$ cat config.mk
export PLATFORM = sky130hd
export DESIGN_NAME = frame_align_monitor
export DESIGN_NICKNAME = d
export VERILOG_FILES = /design/src/rtl/frame_align_monitor.sv
export SDC_FILE = /design/constraint.sdc
export NUM_CORES = 1
export LEC_CHECK = 0
export ABC_AREA = 1
export CAP_MARGIN = 5
export CORE_MARGIN = 5
export CORE_UTILIZATION = 47
export CTS_CLUSTER_DIAMETER = 120
export DETAILED_ROUTE_END_ITERATION = 8
export PLACE_DENSITY_LB_ADDON = 0.3
export RECOVER_POWER = 25
export SLEW_MARGIN = 0
export SYNTH_ARGS = -nofsm -noshare
export SYNTH_HDL_FRONTEND = slang
export SYNTH_SLANG_ARGS = --single-unit
$ cat constraint.sdc
create_clock -name clock -period 10.3 [get_ports clock]
set_clock_uncertainty 0.2 [all_clocks]
set_input_delay 2.06 -clock clock [delete_from_list [all_inputs] [get_ports clock]]
set_output_delay 2.06 -clock clock [all_outputs]
set_load 0.05 [all_outputs]
$ cat src/rtl/frame_align_monitor.sv
// frame_align_monitor: lock/resync supervisor for one VFAT frame aligner, with S-bit gating and status counters.
// Optional S-bit activity counter enabled by defining FRAME_ALIGN_MONITOR_SBIT_RATE_EN.
module frame_align_monitor #(
    parameter int MXSBITS      = 64,
    parameter int LOCK_CYCLES  = 256,
    parameter int ERR_THRESH   = 4,
    parameter int WINDOW       = 4096,
    parameter int RESET_CYCLES = 16,
    parameter int CNT_BITS     = 16
) (
    input  logic                clock,
    input  logic                reset,
    input  logic                enable,
    input  logic                cnt_reset,
    input  logic                alignment_error,
    input  logic [MXSBITS-1:0]  sbits_i,
    output logic                aligner_reset,
    output logic                locked,
    output logic [MXSBITS-1:0]  sbits_o,
    output logic [CNT_BITS-1:0] err_cnt,
    output logic [CNT_BITS-1:0] resync_cnt,
    output logic [CNT_BITS-1:0] sbit_rate_cnt
);
    localparam int CW = $clog2(LOCK_CYCLES > RESET_CYCLES ? LOCK_CYCLES : RESET_CYCLES) + 1;
    localparam int WW = $clog2(WINDOW) + 1;
    localparam int EW = $clog2(ERR_THRESH + 1) + 1;

    typedef enum logic [1:0] {IDLE, WAIT_LOCK, LOCKED, RESYNC} state_t;

    state_t        r_state, w_next;
    logic [CW-1:0] r_ctr;
    logic [WW-1:0] r_win;
    logic [EW-1:0] r_win_err, w_win_err_nxt;
    logic          w_wrap, w_err_inc, w_resync_inc;

    always_comb begin
        w_wrap        = r_win == WW'(WINDOW - 1);
        // an error on the wrap cycle is the first error of the new window
        w_win_err_nxt = w_wrap ? EW'(alignment_error) : r_win_err + EW'(alignment_error);
        w_next        = r_state;
        case (r_state)
            IDLE:      w_next = WAIT_LOCK;
            WAIT_LOCK: if (!alignment_error && r_ctr == CW'(LOCK_CYCLES - 1)) w_next = LOCKED;
            LOCKED:    if (alignment_error && w_win_err_nxt >= EW'(ERR_THRESH)) w_next = RESYNC;
            RESYNC:    if (r_ctr == CW'(RESET_CYCLES - 1)) w_next = WAIT_LOCK;
            default:   w_next = IDLE;
        endcase
        if (!enable) w_next = IDLE;
        w_err_inc    = r_state == LOCKED && alignment_error;
        w_resync_inc = r_state == LOCKED && w_next == RESYNC;
    end

    always_ff @(posedge clock) begin
        if (reset) begin
            r_state       <= IDLE;
            r_ctr         <= '0;
            r_win         <= '0;
            r_win_err     <= '0;
            aligner_reset <= 1'b1;
            locked        <= 1'b0;
            sbits_o       <= '0;
            err_cnt       <= '0;
            resync_cnt    <= '0;
        end else begin
            r_state       <= w_next;
            r_ctr         <= (w_next != r_state || (r_state == WAIT_LOCK && alignment_error)) ? '0 : r_ctr + CW'(1);
            r_win         <= (r_state != LOCKED || w_wrap) ? '0 : r_win + WW'(1);
            r_win_err     <= r_state == LOCKED ? w_win_err_nxt : '0;
            aligner_reset <= r_state == IDLE || r_state == RESYNC;
            locked        <= r_state == LOCKED;
            sbits_o       <= r_state == LOCKED ? sbits_i : '0;
            err_cnt       <= cnt_reset ? '0 : err_cnt + CNT_BITS'(w_err_inc && ~&err_cnt);
            resync_cnt    <= cnt_reset ? '0 : resync_cnt + CNT_BITS'(w_resync_inc && ~&resync_cnt);
        end
    end

`ifdef FRAME_ALIGN_MONITOR_SBIT_RATE_EN
    always_ff @(posedge clock) begin
        sbit_rate_cnt <= (reset || cnt_reset) ? '0 :
                         sbit_rate_cnt + CNT_BITS'(r_state == LOCKED && |sbits_i && ~&sbit_rate_cnt);
    end
`else
    assign sbit_rate_cnt = '0;
`endif
endmodule

* Word level (Yosys, flattened, before mapping)
Index checks and enable logic that the tools add are counted.
Widths: inputs -> output; s select.
** Word-level totals
- Output and inout port bits :: 114
- Bits in registers :: 126
** Cells by class
- Reduce and logical (&&, ||, !) cells :: 20
- Add/sub/neg operators :: 5
- Magnitude comparators :: 1
- Eq/ne operators :: 9
- Multiplexer cells :: 6
- Bitwise operators :: 1
** Operators with widths (number)
- $add 16x1->16 :: 2
- $reduce_and 16->1 :: 2
- $add 13x1->13 const B :: 1
- $eq 13x12->1 const B :: 1
- $add 9x1->9 const B :: 1
- $eq 9x4->1 const B :: 1
- $eq 9x8->1 const B :: 1
- $mux 2 :: 4
- $pmux 2 s4 :: 1
- $reduce_or 2->1 :: 4
- $logic_and 1x1->1 :: 7
- $eq 2x2->1 const B :: 3
- $add 4x1->4 :: 1
- $ge 4x3->1 const B :: 1
- $mux 4 :: 1
- $logic_not 1->1 :: 3
- $logic_or 1x1->1 :: 3
- $eq 2x1->1 const B :: 1
- $logic_not 2->1 :: 1
- $ne 2x2->1 :: 1
- $ne 2x2->1 const B :: 1
- $not 1->1 :: 1

* Longest topological paths before layout
- Word-level depth :: 11
- Mapped depth :: 25
- Mapped depth without buffers :: 25

* Least setup slack after synthesis
Ideal clock, no wire load.
- Path type :: input to register
- From :: in alignment_error
- To :: reg resync_cnt[14]
- Path slack :: 5546 ps
- Library setup time :: 121 ps
- Required time :: 9979 ps
- Data arrival time :: 4434 ps
- Stages on the path :: 21
- Path through :: ha_1 -> ha_1 -> xnor2_1 -> nand2_1 -> nand3_1 -> nand2_1 -> nand2_1 -> nand2_1 -> nand2_1 -> nor3b_1 -> ha_1 -> ha_1 -> nand3_2 -> nor2_2 -> nand2_1 -> nor2_2 -> nand2_2 -> nor2_4 -> nand3_2 -> nor3_1 -> nor3_2
** Between the ends
- Longest elaborated chain between the ends :: 11
- Elaborated cells on any way between the ends :: 14
- Classes of those cells :: 2 x add/sub; 1 x order compare; 1 x eq/ne; 5 x mux; 5 x reduce/logical
** RTL lines
- from (decl) :: line 15 : input logic alignment_error,
- $add 4x1->4 :: line 39 : w_win_err_nxt = w_wrap ? EW'(alignment_error) : r_win_err + EW'(alignment_error);
- $mux 4 :: line 39
- $ge 4x3->1 :: line 44 : LOCKED: if (alignment_error && w_win_err_nxt >= EW'(ERR_THRESH)) w_next = RESYNC;
- $logic_and 1x1->1 :: line 44
- $mux 2 :: line 44
- $pmux 2 s4 * :: line 41 : case (r_state)
- $mux 2 * :: line 48 : if (!enable) w_next = IDLE;
- $eq 2x2->1 * :: line 50 : w_resync_inc = r_state == LOCKED && w_next == RESYNC;
- $logic_and 1x1->1 * :: line 50
- $logic_and 1x1->1 * :: line 73 : resync_cnt <= cnt_reset ? '0 : resync_cnt + CNT_BITS'(w_resync_inc && ~&resync_cnt);
- $add 16x1->16 * :: line 73
- to (signal assigned) :: line 73
- to (decl) :: line 21 : output logic [CNT_BITS-1:0] resync_cnt,
Mark *: on every way between the ends. The rest lies on a longest branch, timed or not.
A chain may end at the register's enable or synchronous reset.

* Final worst setup path
Ends and elaborated chain as after synthesis.

==> flow_metrics.tcl <==
set metrics [dict create \
    status "complete, but fails checks" \
    violations "max-capacitance violations, max-slew violations" \
    nets 838 \
    rows 36 \
    cp.buffers_inverters 1 \
    synth_edf_count 0 \
    die_x_um 110.6 \
    grt_pass1_vias 4266 \
    clk_latency_ps 500 \
    detail_route.iter0.violations 124 \
    place_congestion 0.8722 \
    gr-usage-all-layers_pct 19.84 \
    drc_errors 0 \
    critPathMaxStageDelay_ps 600 \
    switching_share_pct 22.56 \
    port_buffers 166 \
    antenna_found_initial 0 \
    syn_area_per_cell_um2 8.208 \
    slew_headroom_pct -27.88 \
    multi_input_area_um2 1695 \
    slew_viol_final 67 \
    final-seq-area_um2 2522 \
    finalHoldViolCount 0 \
    drive_gt1_share_pct 6.901 \
    cp_cell_sequence "dlygate4sd3_1 > ha_1 > ha_1 > xnor2_1 > nand2_1 > nand3_1 > nand2_1 > nand2_1 > nand2_1 > nand2_1 > nor3b_1 > ha_1 > ha_1 > nand3_2 > nor2_2 > nand2_1 > nor2_2 > nand2_2 > nor2_4 > nand3_2 > nor3_1 > nor3_2" \
    critPathTopFamily "simple AND/OR/NAND/NOR gates" \
    ys_types 30 \
    p_leak_nw 3.022 \
    io_pins 183 \
    syn2layout_area_growth_pct 49.15 \
    comb_power_share_pct 4.8 \
    synth.most_common_cell "nor2_1" \
    synth_ff_type "dfxtp_1" \
    p_clk_share_pct 53.2 \
    num-fill-cells 758 \
    p_switching_mw 0.2625 \
    dr_total_vias 4137 \
    htreeDepth 4 \
    vdd_ir_drop_max_mv 0.1151 \
    cts_tree "built" \
    fin_crit_sh_pct 50.45 \
    crit_arrival_ps 5370 \
    grt_pass1_wl_mm 20.15 \
    max_cap_violations 1 \
    path_class "input port to register" \
    die_h_um 110.6 \
    firstDrtPassIters 4 \
    critical_path.startpoint "alignment_error" \
    hp-class "register to register" \
    cp_slowest_cell "dlygate4sd3_1" \
    startpoint_type "input port" \
    internal_power_mw 0.9011 \
    drt-wirelength-per-cell_um 13.41 \
    routed_wl_mm 12.08 \
    cts_buffer_depth 2 \
    grt_overflow 0 \
    worst_pin_slew_ps 1918 \
    clkTransAtPathRegs_ps 60 \
    synth_top_area_share_pct 52.98 \
    cts_sinks 126 \
    crit_fanout 4 \
    synth_area_leader_cell "dfxtp_1" \
    synth_seq_cells 126 \
    synthArstFlopShare_pct 0 \
    dp_hpwl_mm 9.106 \
    syn_inst 580 \
    core_um2 9819 \
    ant_nets 0 \
    synthTopCellsByCount "nor2_1, dfxtp_1, inv_1" \
    post-cts-setup-buffers 0 \
    r2r-start "r_ctr[0]" \
    netlist_area_um2 4761 \
    crit_path_frequent_cell "nand2_1" \
    cp-end-kind "register" \
    synth_seq_area_share_pct 52.98 \
    cts.repair.resized 0 \
    synthTopCellsByArea "dfxtp_1, nor2_1, inv_1" \
    cts_made_buffers 17 \
    cts-root-buf "clkbuf_8" \
    power.density_nw_per_um2 163.9 \
    diodes 0 \
    fin_tns_setup_ps 0 \
    layout_min_cycle_time_ps 5196 \
    die-area_um2 12240 \
    via_per_inst 4.592 \
    grt_max_degree 67 \
    rsz0062_at_grt "no" \
    yosys_warnings 0 \
    setup_viol 0 \
    required_ps 10470 \
    fmax_ghz 0.1925 \
    start_util_pct 48.48 \
    hp-start "r_win[12]" \
    ctsHoldBuffers 0 \
    fin_util_pct 72.31 \
    seq_power_share_pct 42.0 \
]
## cell families (layout without fill, tap and decap cells)
logic type                 after synthesis  after routing  share of synthesized area [%]
AOI/OAI and AO/OA                       41             41                          4.573
xor gates and xnor gates                20             20                          3.679
adders and majority gates               14             14                          3.679
buffers and inverters                  140            313                          12.35
DFF                                    126            126                          52.98
other                                    1             16                        0.07877
and+or+nand+nor                        238            238                          22.65
## area by class of cell
type | instances | area share [%]
Sequential cell | 126 | 35.52
Multi-Input combinational cell | 329 | 23.88
Clock buffer | 18 | 6.026
Inverter | 114 | 6.026
Tap cell | 133 | 2.344
Timing Repair Buffer | 167 | 23.45
Clock inverter | 14 | 2.749
## layout by cell type, fill, tap and decap left out, types with 4 or more instances in the layout
cell / netlist / layout
clkdlybuf4s50_1: 0 / 164
nor2_1: 127 / 127
dfxtp_1: 126 / 126
inv_1: 114 / 114
nand2_1: 57 / 57
a21oi_1: 20 / 20
conb_1: 1 / 16
clkbuf_16: 0 / 16
o21ai_0: 15 / 15
ha_1: 14 / 14
nand3_1: 13 / 13
xnor2_1: 11 / 11
nor3_1: 8 / 9
xor2_1: 9 / 9
nand4_1: 8 / 8
nand3_2: 5 / 5
nor2_2: 5 / 5
o21a_1: 4 / 4
inv_6: 0 / 4
inv_8: 0 / 4
## power groups by stage
stage	clock [mW]	combinational, mW	sequential, mW
6_report	0.619	0.0555	0.489
5_1_grt	0.651	0.0600	0.489
4_1_cts	0.630	0.0559	0.489
3_5_place_dp	0	0.0553	0.500
3_3_place_gp	0	0.0542	0.500
2_1_floorplan	0	0.0297	0.500
## path summary, 6_finish.rpt
check                                       to  slack [ps]  depth (start not counted)
worst max register to register  resync_cnt[14]        6550                         23
worst min-delay path                 r_win[12]         250                          2
worst min register to register       r_win[12]         250                          2
worst max-delay path            resync_cnt[14]        5100                         22
## worst min-delay path, cell delays in order (launching register included)
cell,delay [ps]
dfxtp_1,310
nand3_1,70
inv_1,30
## per-layer routing
| metal | part of all wire [%] | track usage, % |
|---|---|---|
| met4 | 0.93 | 5.501 |
| met1 | 42 | 22.26 |
| met5 | 0 | 0 |
| met2 | 52 | 36.12 |
| met3 | 5.7 | 6.072 |
## flip-flops by register name, summed over array words and instances (netlist names), 2 cells and up
| signal | count |
|---|---|
| err_cnt | 16 |
| r_win | 13 |
| sbits_o | 64 |
| r_ctr | 9 |
| resync_cnt | 16 |
| r_win_err | 4 |
| r_state | 2 |
## through the flow
step	total power [mW]	std cells	hold WS, ps	setup slack (ps)	cell area, µm²
detailed placement	0.5553	869	240.7	4698	6492
global route	1.200	901	278.7	4747	7101
floorplan	0.5301	595	217.5	5546	4817
finish	1.164	901	251.3	5104	7101
CTS	1.175	901	254.0	5233	7116
global placement	0.5541	869	229.1	4885	6492
(Power assumes the default switching activity.)
